===== config.mk =====
export PLATFORM = sky130hd
export DESIGN_NAME = video_frame_monitor_flat
export DESIGN_NICKNAME = d
export VERILOG_FILES = /design/src/rtl/video_frame_monitor_if.sv /design/src/rtl/video_frame_monitor.sv /design/src/flat_wrapper.sv
export SDC_FILE = /design/constraint.sdc
export NUM_CORES = 1
export LEC_CHECK = 0
export BUFFER_PORTS_ARGS = -buffer_cell sky130_fd_sc_hd__clkbuf_2
export CORE_MARGIN = 2
export CORE_UTILIZATION = 54
export CTS_CLUSTER_DIAMETER = 200
export DETAILED_ROUTE_END_ITERATION = 8
export PLACE_DENSITY_LB_ADDON = 0.08
export SYNTH_ARGS = -nofsm -noshare
export SYNTH_HDL_FRONTEND = slang
export SYNTH_SLANG_ARGS = --single-unit

===== constraint.sdc =====
create_clock -name video_clk -period 3.3 [get_ports video_clk]
set_clock_uncertainty 0.2 [all_clocks]
set_input_delay 0.33 -clock video_clk [delete_from_list [all_inputs] [get_ports video_clk]]
set_output_delay 0.33 -clock video_clk [all_outputs]
set_load 0.01 [all_outputs]

===== src/rtl/video_frame_monitor_if.sv =====
// ---------------------------------------------------------------------------
// video_frame_monitor_if
// Raster video port bundle (vsync / href / de / data) as driven by the
// stitcher's output stage.
//   master modport : source of the stream (drives all four signals)
//   slave  modport : receiver / monitor (samples all four signals)
// Parameter DATA_WIDTH : pixel width in bits.
// ---------------------------------------------------------------------------
interface video_frame_monitor_if #(
    parameter int DATA_WIDTH = 24
);
    logic                  video_vsync;
    logic                  video_href;
    logic                  video_de;
    logic [DATA_WIDTH-1:0] video_data;

    modport master (
        output video_vsync,
        output video_href,
        output video_de,
        output video_data
    );

    modport slave (
        input video_vsync,
        input video_href,
        input video_de,
        input video_data
    );
endinterface


===== src/rtl/video_frame_monitor.sv =====
// ---------------------------------------------------------------------------
// video_frame_monitor
// Passive receive-side monitor for a raster video stream. It measures each
// frame's geometry against IMG_HDISP x IMG_VDISP, flags protocol problems
// and publishes a one-cycle report per completed frame.
//
// Optional feature: define VIDEO_FRAME_MONITOR_CHECKSUM_EN to build the
// 32-bit pixel checksum; otherwise frame_sum is tied to zero.
//
// Ports
//   video_clk     in   sole clock, rising edge
//   rst           in   synchronous active-high reset
//   vid           slave video port (vsync, href, de, data)
//   mon_en        in   0 parks the monitor in SYNC_WAIT and drops the frame
//   frame_done    out  one-cycle report strobe
//   frame_ok      out  last reported frame had no error bits
//   err_flags     out  [0] line length, [1] line count, [2] de outside href,
//                      [3] line truncated by vsync
//   frame_cnt     out  reported frames since reset (wraps)
//   last_pix_cnt  out  pixel count of the most recently closed line
//   last_line_cnt out  line count of the last reported frame
//   frame_sum     out  checksum of the last reported frame
// ---------------------------------------------------------------------------
module video_frame_monitor #(
    parameter int IMG_HDISP  = 1920,
    parameter int IMG_VDISP  = 1080,
    parameter int DATA_WIDTH = 24
) (
    input  logic                 video_clk,
    input  logic                 rst,
    video_frame_monitor_if.slave vid,
    input  logic                 mon_en,
    output logic                 frame_done,
    output logic                 frame_ok,
    output logic [3:0]           err_flags,
    output logic [15:0]          frame_cnt,
    output logic [11:0]          last_pix_cnt,
    output logic [11:0]          last_line_cnt,
    output logic [31:0]          frame_sum
);

    localparam logic [11:0] HDISP   = 12'(IMG_HDISP);
    localparam logic [11:0] VDISP   = 12'(IMG_VDISP);
    localparam logic [11:0] CNT_MAX = 12'hFFF;

    typedef enum logic [1:0] {
        SYNC_WAIT,
        ACTIVE,
        REPORT
    } state_t;

    state_t r_state;
    state_t w_state_next;

    // input stage: one register for everything, a second for the edge inputs
    logic r_vs_s1, r_vs_s2;
    logic r_hr_s1, r_hr_s2;
    logic r_de_s1;

    // per-frame working state
    logic [11:0] r_pix_cnt;
    logic [11:0] r_line_cnt;
    logic        r_err_len;
    logic        r_err_stray;
    logic        r_err_trunc;

    logic w_vs_rise, w_hr_fall;
    logic w_pix_acc, w_stray;
    logic [11:0] w_pix_inc;
    logic [11:0] w_line_inc;
    logic w_hr_close, w_vs_close, w_line_close;
    logic [11:0] w_close_len;
    logic w_err_lines;
    logic w_clear, w_run, w_report;

    assign w_vs_rise = r_vs_s1 & ~r_vs_s2;
    assign w_hr_fall = r_hr_s2 & ~r_hr_s1;
    assign w_pix_acc = r_de_s1 & r_hr_s1;
    assign w_stray   = r_de_s1 & ~r_hr_s1;

    assign w_pix_inc  = (w_pix_acc && r_pix_cnt != CNT_MAX) ? r_pix_cnt + 12'd1 : r_pix_cnt;
    assign w_line_inc = (r_line_cnt != CNT_MAX) ? r_line_cnt + 12'd1 : r_line_cnt;

    // An href fall with no pixels is blanking and is not a line. A vsync rise
    // with href still high cuts the line short; the pixel sampled in that same
    // cycle still belongs to it, hence w_pix_inc rather than r_pix_cnt.
    assign w_hr_close   = w_hr_fall && (r_pix_cnt != 12'd0);
    assign w_vs_close   = w_vs_rise && r_hr_s1 && (w_pix_inc != 12'd0);
    assign w_line_close = w_hr_close | w_vs_close;
    assign w_close_len  = w_hr_close ? r_pix_cnt : w_pix_inc;
    assign w_err_lines  = (r_line_cnt != VDISP);

    // ---------------- FSM ----------------
    always_ff @(posedge video_clk) begin
        if (rst) begin
            r_state <= SYNC_WAIT;
        end else begin
            r_state <= w_state_next;
        end
    end

    always_comb begin
        w_state_next = r_state;
        w_clear      = 1'b0;
        w_run        = 1'b0;
        w_report     = 1'b0;
        case (r_state)
            SYNC_WAIT: begin
                w_clear = 1'b1;
                if (w_vs_rise) begin
                    w_state_next = ACTIVE;
                end
            end
            ACTIVE: begin
                w_run = 1'b1;
                if (w_vs_rise) begin
                    w_state_next = REPORT;
                end
            end
            REPORT: begin
                w_report     = 1'b1;
                w_state_next = ACTIVE;
            end
            default: begin
                w_clear      = 1'b1;
                w_state_next = SYNC_WAIT;
            end
        endcase
        // disabling discards the frame in progress, including a pending report
        if (!mon_en) begin
            w_state_next = SYNC_WAIT;
            w_clear      = 1'b1;
            w_run        = 1'b0;
            w_report     = 1'b0;
        end
    end

    // ---------------- input stage and counters ----------------
    always_ff @(posedge video_clk) begin
        if (rst) begin
            r_vs_s1       <= 1'b0;
            r_vs_s2       <= 1'b0;
            r_hr_s1       <= 1'b0;
            r_hr_s2       <= 1'b0;
            r_de_s1       <= 1'b0;
            r_pix_cnt     <= 12'd0;
            r_line_cnt    <= 12'd0;
            r_err_len     <= 1'b0;
            r_err_stray   <= 1'b0;
            r_err_trunc   <= 1'b0;
            frame_done    <= 1'b0;
            frame_ok      <= 1'b0;
            err_flags     <= 4'd0;
            frame_cnt     <= 16'd0;
            last_pix_cnt  <= 12'd0;
            last_line_cnt <= 12'd0;
        end else begin
            r_vs_s1    <= vid.video_vsync;
            r_vs_s2    <= r_vs_s1;
            r_hr_s1    <= vid.video_href;
            r_hr_s2    <= r_hr_s1;
            r_de_s1    <= vid.video_de;
            frame_done <= 1'b0;

            if (w_clear) begin
                r_pix_cnt   <= 12'd0;
                r_line_cnt  <= 12'd0;
                r_err_len   <= 1'b0;
                r_err_stray <= 1'b0;
                r_err_trunc <= 1'b0;
            end else if (w_run) begin
                if (w_line_close) begin
                    r_pix_cnt    <= 12'd0;
                    r_line_cnt   <= w_line_inc;
                    last_pix_cnt <= w_close_len;
                    if (w_close_len != HDISP) begin
                        r_err_len <= 1'b1;
                    end
                    if (w_vs_close) begin
                        r_err_trunc <= 1'b1;
                    end
                end else begin
                    r_pix_cnt <= w_pix_inc;
                end
                if (w_stray) begin
                    r_err_stray <= 1'b1;
                end
            end else if (w_report) begin
                frame_done    <= 1'b1;
                frame_ok      <= ~(r_err_len | w_err_lines | r_err_stray | r_err_trunc);
                err_flags     <= {r_err_trunc, r_err_stray, w_err_lines, r_err_len};
                frame_cnt     <= frame_cnt + 16'd1;
                last_line_cnt <= r_line_cnt;
                // the new frame is already open: keep this cycle's sample
                r_pix_cnt     <= w_pix_acc ? 12'd1 : 12'd0;
                r_line_cnt    <= 12'd0;
                r_err_len     <= 1'b0;
                r_err_stray   <= w_stray;
                r_err_trunc   <= 1'b0;
            end
        end
    end

`ifdef VIDEO_FRAME_MONITOR_CHECKSUM_EN
    logic [DATA_WIDTH-1:0] r_data_s1;
    logic [31:0]           r_sum;
    logic [31:0]           w_pix_val;

    assign w_pix_val = w_pix_acc ? 32'(r_data_s1) : 32'd0;

    always_ff @(posedge video_clk) begin
        if (rst) begin
            r_data_s1 <= '0;
            r_sum     <= 32'd0;
            frame_sum <= 32'd0;
        end else begin
            r_data_s1 <= vid.video_data;
            if (w_clear) begin
                r_sum <= 32'd0;
            end else if (w_run) begin
                r_sum <= r_sum + w_pix_val;
            end else if (w_report) begin
                frame_sum <= r_sum;
                r_sum     <= w_pix_val;
            end
        end
    end
`else
    assign frame_sum = 32'd0;
`endif

endmodule

===== src/flat_wrapper.sv =====
// flat-port wrapper written by rule: the top's interface ports become plain ports
module video_frame_monitor_flat 
#(
    parameter int IMG_HDISP  = 1920,
    parameter int IMG_VDISP  = 1080,
    parameter int DATA_WIDTH = 24
)
  (video_clk, rst, mon_en, frame_done, frame_ok, err_flags, frame_cnt, last_pix_cnt, last_line_cnt, frame_sum, vid_video_vsync, vid_video_href, vid_video_de, vid_video_data);
  video_frame_monitor_if #(.DATA_WIDTH(DATA_WIDTH)) vid_i ();
  input  logic video_clk;
  input  logic rst;
  input  logic mon_en;
  output logic frame_done;
  output logic frame_ok;
  output logic [3:0] err_flags;
  output logic [15:0] frame_cnt;
  output logic [11:0] last_pix_cnt;
  output logic [11:0] last_line_cnt;
  output logic [31:0] frame_sum;
  input wire logic [$bits(vid_i.video_vsync)-1:0] vid_video_vsync;
  input wire logic [$bits(vid_i.video_href)-1:0] vid_video_href;
  input wire logic [$bits(vid_i.video_de)-1:0] vid_video_de;
  input wire logic [$bits(vid_i.video_data)-1:0] vid_video_data;
  assign vid_i.video_vsync = vid_video_vsync;
  assign vid_i.video_href = vid_video_href;
  assign vid_i.video_de = vid_video_de;
  assign vid_i.video_data = vid_video_data;
  video_frame_monitor #(.IMG_HDISP(IMG_HDISP), .IMG_VDISP(IMG_VDISP), .DATA_WIDTH(DATA_WIDTH)) u_core (.video_clk(video_clk), .rst(rst), .vid(vid_i), .mon_en(mon_en), .frame_done(frame_done), .frame_ok(frame_ok), .err_flags(err_flags), .frame_cnt(frame_cnt), .last_pix_cnt(last_pix_cnt), .last_line_cnt(last_line_cnt), .frame_sum(frame_sum));
endmodule

**Word level (Yosys, flattened, before mapping)**

Index checks and enable logic that the tools add are counted.

- Input bits: 30
- Output and inout port bits: 78
- ROM bits: 0
- Memory bits (writable): 0
- Bits in latches: 0
- Memories: 0
- Flip-flop bits (word level): 80
- Logic and storage cells: 96

- $add $sub $neg: 3
- Magnitude comparators: 0
- Eq/ne operators: 13
- Shift operators: 0
- Multiply operators: 0
- Bitwise gates (word level): 14
- Muxes and demuxes: 30
- Divide/modulo/power cells: 0
- Reductions and logical operators: 19

Operator list:

| kind | number |
|---|---|
| 12-bit 2-to-1 mux | 9 |
| 12-bit by 1-bit adder with 12-bit output (second input constant) | 2 |
| 12-bit by 11-bit != test with 1-bit output (second input constant) | 2 |
| 12-bit != test (second input constant) | 2 |
| 12-bit nonzero test | 2 |
| 1-bit 2-to-1 mux | 18 |
| 16-bit by 1-bit adder with 16-bit output (second input constant) | 1 |
| 3-bit AND reduction | 5 |
| 2-bit by 1-bit != test with 1-bit output (second input constant) | 5 |
| 1-bit inverter | 6 |
| 2-bit one-hot mux with 3 select lines | 1 |
| 2-bit OR reduction | 3 |
| 1-bit bitwise AND | 4 |
| 1-bit logical AND | 4 |
| 2-bit 2-to-1 mux | 2 |
| 2-bit != test (second input constant) | 2 |
| 1-bit OR | 4 |
| 2-bit AND reduction | 2 |
| 3-bit OR reduction | 1 |
| 2-bit by 1-bit == test with 1-bit output (second input constant) | 1 |
| 2-bit == test (second input constant) | 1 |
| 2-bit zero test | 1 |
| 2-bit nonzero test | 1 |

**Logic depth before layout (Yosys ltp)**

- Depth after elaboration: 8
- Mapped depth: 11
- Mapped depth without buffers: 9

**Worst setup path before layout**

Ideal clock, no wire load.

- Path type: register -> register
- From: register u_core.r_pix_cnt[1]
- To: register u_core.last_pix_cnt[2]
- Path buffers: 1
- Required time: 2.979 ns
- Arrival time: 2.415 ns
- Clock period less this slack: 2.736 ns
- Setup time: 0.121 ns
- Stages on the path, launching flop included: 10
- Setup slack: 0.564 ns
- Cells stage by stage: dfxtp_1 > ha_1 > nand3_1 > or3_4 > o2111a_1 > o211a_4 > a21o_4 > a21o_1 > buf_6 > mux2_4

- Cells in the longest elaborated chain, start to end: 7
- Elaborated cells between the ends (all ways): 11
- Those cells by class: 1 x add/sub; 1 x eq/ne; 2 x mux; 1 x bitwise; 6 x reduce/logical

Ends and longest elaborated chain:

| item | line | text |
|---|---|---|
| from (decl) | video_frame_monitor.sv:61 | `logic [11:0] r_pix_cnt;` |
| from (signal assigned) | video_frame_monitor.sv:183 | `r_pix_cnt <= w_pix_inc;` |
| from (signal assigned) | video_frame_monitor.sv:195 | `r_pix_cnt <= w_pix_acc ? 12'd1 : 12'd0;` |
| parallel branches: the longest is 7 deep, another holds 12-bit by 1-bit adder with 12-bit output | n/a |  |
| to (signal assigned) | video_frame_monitor.sv:175 | `last_pix_cnt <= w_close_len;` |
| to (decl) | video_frame_monitor.sv:37 | `output logic [11:0] last_pix_cnt,` |

Several ways; the timed one is not identified.
A chain may end at the register's enable or synchronous reset.

**Worst setup path after layout**

- From: register u_core.r_hr_s1
- To: register u_core.r_pix_cnt[7]

- Cells in the longest elaborated chain, start to end: 8
- Elaborated cells between the ends (all ways): 12
- Those cells by class: 3 x mux; 4 x bitwise; 5 x reduce/logical

Ends and longest elaborated chain:

| item | line | text |
|---|---|---|
| from (decl) | video_frame_monitor.sv:57 | `logic r_hr_s1, r_hr_s2;` |
| from (signal assigned) | video_frame_monitor.sv:160 | `r_hr_s1 <= vid.video_href;` |
| 1-bit bitwise AND | video_frame_monitor.sv:78 | `assign w_pix_acc = r_de_s1 & r_hr_s1;` |
| 1-bit logical AND | video_frame_monitor.sv:81 | `assign w_pix_inc = (w_pix_acc && r_pix_cnt != CNT_MAX) ? r_pix_cnt + 12'd1 : r_pix_cnt;` |
| 12-bit 2-to-1 mux | video_frame_monitor.sv:81 |  |
| 12-bit nonzero test | video_frame_monitor.sv:88 | `assign w_vs_close = w_vs_rise && r_hr_s1 && (w_pix_inc != 12'd0);` |
| 1-bit logical AND | video_frame_monitor.sv:88 |  |
| 1-bit OR | video_frame_monitor.sv:89 | `assign w_line_close = w_hr_close \| w_vs_close;` |
| 12-bit 2-to-1 mux (*) | video_frame_monitor.sv:172 | `if (w_line_close) begin` |
| 12-bit 2-to-1 mux (*) | video_frame_monitor.sv:171 | `end else if (w_run) begin` |

Mark *: on every way between the ends. The rest lies on a longest branch, timed or not.

==> impl_metrics.tcl <==
set metrics [dict create \
    start_util_pct 55.0 \
    fillers 793 \
    numCtsBuffers 9 \
    worstSkewPairLatency_ns 0.35 \
    timing_worst_setup_path_type "reg2reg" \
    grt_pass1_vias 3491 \
    synth-seq-cells 80 \
    die_h_um 94.8 \
    synthTopCellsByArea "dfxtp_1 (36%), nand2_1 (6.9%), buf_4 (5.9%), nor2_1 (3.1%), a21oi_1 (2.8%)" \
    grt_pass1_wl_um 17400 \
    hpwl_um 7900 \
    place_ws_ns 0.313 \
    synthArstFlopShare_pct 0 \
    h-tree-depth 3 \
    drc_errors 0 \
    rsz0062_at_grt "no" \
    synth.avg_cell_area_sq_um 8.17 \
    cp.required_ns 3.34 \
    yosys-top-cells-count "nand2_1 (82), dfxtp_1 (80), nor2_1 (37)" \
    power_leakage_nw 1.90 \
    finalCritPeriodShare_pct 93.9 \
    vdd_drop_max_uv 178 \
    hold_end "u_core.r_vs_s1" \
    cp_max_fo 9 \
    via_per_inst 5.52 \
    yosysUniqueCellTypes 71 \
    yosysWarningCount 0 \
    synth_top_area_cell "dfxtp_1" \
    finalWorstSetupSlack_ns 0.202 \
    startpoint "u_core.r_hr_s1" \
    r2r_start "u_core.r_hr_s1" \
    via_count 3894 \
    yosysMostFrequentCell "nand2_1" \
    fmax_mhz 323 \
    drt_iter0_drc 187 \
    die-area_sq_um 8980 \
    core_sq_um 8090 \
    status "finished clean" \
    drtPass1Iterations 4 \
    hold_start "vid_video_vsync" \
    place.gp.congestion 0.832 \
    max_slew_margin_pct 44.4 \
    tightest_slew_ns 0.830 \
    grt_start_max_net_pins 59 \
    worstRegToRegCells 8 \
    r2r_setup_slack_ns 0.20 \
    syn_to_final_growth_pct 11.3 \
    fin_tns_setup_ns 0 \
    portBuffers 51 \
    clk_pin_slew_ns 0.08 \
    routed_wl_um 10600 \
    ios 108 \
    critPathArrivalTime_ns 3.14 \
    synth-seq-area-share_pct 36.0 \
    drive_above_1_share_pct 17.3 \
    cts_sinks 80 \
    drv_slew 0 \
    overflow 0 \
    num_rows 33 \
    synth_edf_count 0 \
    min_path_cells 2 \
    synth_ff_type "dfxtp_1" \
    root_buffer "clkbuf_8" \
    crit_path_end_kind "flop" \
    grt_antenna_before_repair 0 \
    cap_violations 0 \
    grt_util_all_layers_pct 24.4 \
    synth.top_cell.area_share_pct 36.0 \
    r2r-end "u_core.r_pix_cnt[7]" \
    antenna_cells 0 \
    netlist_instances 545 \
    setup_viol 0 \
    wl_per_cell_um 15.1 \
    clock_path_buffers 2 \
    antenna_left 0 \
    cts_resized 0 \
    fp.dieW_um 94.8 \
    fin_crit_ns 3.10 \
    start_kind "flop" \
    syn_area_sq_um 4450 \
    nets 633 \
    hold_path.class "in2reg" \
    cellPowerDensity_nw_per_um2 378 \
    final_hold_viol_count 0 \
    cts_tree "yes" \
]
-- power breakdown --
group | leakage, nW | switching (mW) | internal [mW]
Sequential | 0.645 | 0.00432 | 0.968
Combinational | 1.14 | 0.0545 | 0.0176
Clock | 0.115 | 0.374 | 0.454
-- worst max-delay path by stage --
stage	end	slack [ns]	cells after the start
floorplan	u_core.last_pix_cnt[2]	0.56	9
global placement	u_core.last_pix_cnt[2]	0.33	8
detailed placement	u_core.last_pix_cnt[8]	0.31	7
CTS	u_core.r_pix_cnt[7]	0.28	8
global route	u_core.r_pix_cnt[7]	0.05	8
finish	u_core.r_pix_cnt[7]	0.20	8
-- through the flow --
stage	cell area, sq um	instances	utilization (%)	hold slack, ns	total power [mW]
2_1_floorplan	4570	576	-	0.244	1.08
3_3_place_gp	4700	687	58.1	0.242	1.06
3_5_place_dp	4700	687	58.1	0.246	1.06
4_1_cts	4950	705	61.2	0.0210	1.89
5_1_grt	4950	705	61.2	0.0276	1.94
6_report	4950	705	61.2	0.0364	1.87
-- flip-flops by register name (all words and copies together) (netlist names) --
signal	count
u_core.r_vs_s1	1
u_core.last_line_cnt	12
u_core.frame_ok	1
u_core.r_err_len	1
u_core.r_vs_s2	1
u_core.r_line_cnt	12
u_core.err_flags	4
u_core.last_pix_cnt	12
u_core.r_de_s1	1
u_core.r_state	2
u_core.r_pix_cnt	12
u_core.r_err_trunc	1
u_core.r_hr_s2	1
u_core.r_hr_s1	1
u_core.frame_done	1
u_core.frame_cnt	16
u_core.r_err_stray	1
-- layout make-up --
cell class	count	area, sq um	share of cell area (%)
clock inverter	5	86.3	1.74
tap	105	131	2.65
inverter	25	93.8	1.89
multi-input combinational	407	2480	50.1
sequential	80	1600	32.3
timing repair buffer	72	418	8.44
clock buffer	11	141	2.85
-- timing repair --
item | CTS | global route
setup buffers | 0 | 0
hold endpoints to repair | 2 | 0
setup endpoints to repair | 0 | 0
hold buffers | 2 | 0
-- placed cells by master, fill, tap and decap left out, drive strengths merged, types with 3 or more instances in the layout --
cell type and n:
a2111oi 5, a211oi 13, a21o 5, a21oi 26, a31oi 5, a41oi 3
and2 9, and3 11, and4 3, buf 19, clkbuf 62, conb 32
dfxtp 80, ha 8, inv 27, mux2 7, mux2i 9, nand2 82
nand2b 9, nand3 17, nand4 12, nor2 37, nor2b 14, nor3 13
nor4 7, o2111ai 6, o211ai 4, o21a 3, o21ai 14, o22ai 4
or3 5, xnor2 8, xor2 8
-- critical path, stage by stage, from the launching register on --
cell and delay [ns]:
dfxtp_1 0.54, nand4_1 0.22, buf_4 0.20, nor3_1 0.36, a211oi_1 0.17, o211a_4 0.28
a21oi_1 0.46, nor3_1 0.21, a221o_1 0.34
-- logic make-up (layout without fill, tap and decap cells) --
group | after synthesis | after routing | synth area share, %
AO/OA/AOI/OAI | 108 | 108 | 18.2
XOR/XNOR | 16 | 16 | 3.15
adder cells (fa/ha/maj) | 8 | 8 | 2.25
buffers and inverters | 89 | 113 | 10.9
flip-flops | 80 | 80 | 36.0
multiplexers | 16 | 16 | 4.05
other | 1 | 32 | 0.0843
AND/OR/NAND/NOR | 227 | 227 | 25.4
-- layer usage --
| metal | global-route usage (%) | up-vias | part of all wire (%) |
|---|---|---|---|
| li1 | - | 1951 | - |
| met1 | 35.6 | 1832 | 50 |
| met2 | 37.2 | 94 | 44 |
| met3 | 3.99 | 17 | 4.5 |
| met4 | 6.88 | 0 | 1.4 |
| met5 | 0 | - | 0 |
No activity file was read; power rests on OpenSTA's default activity.
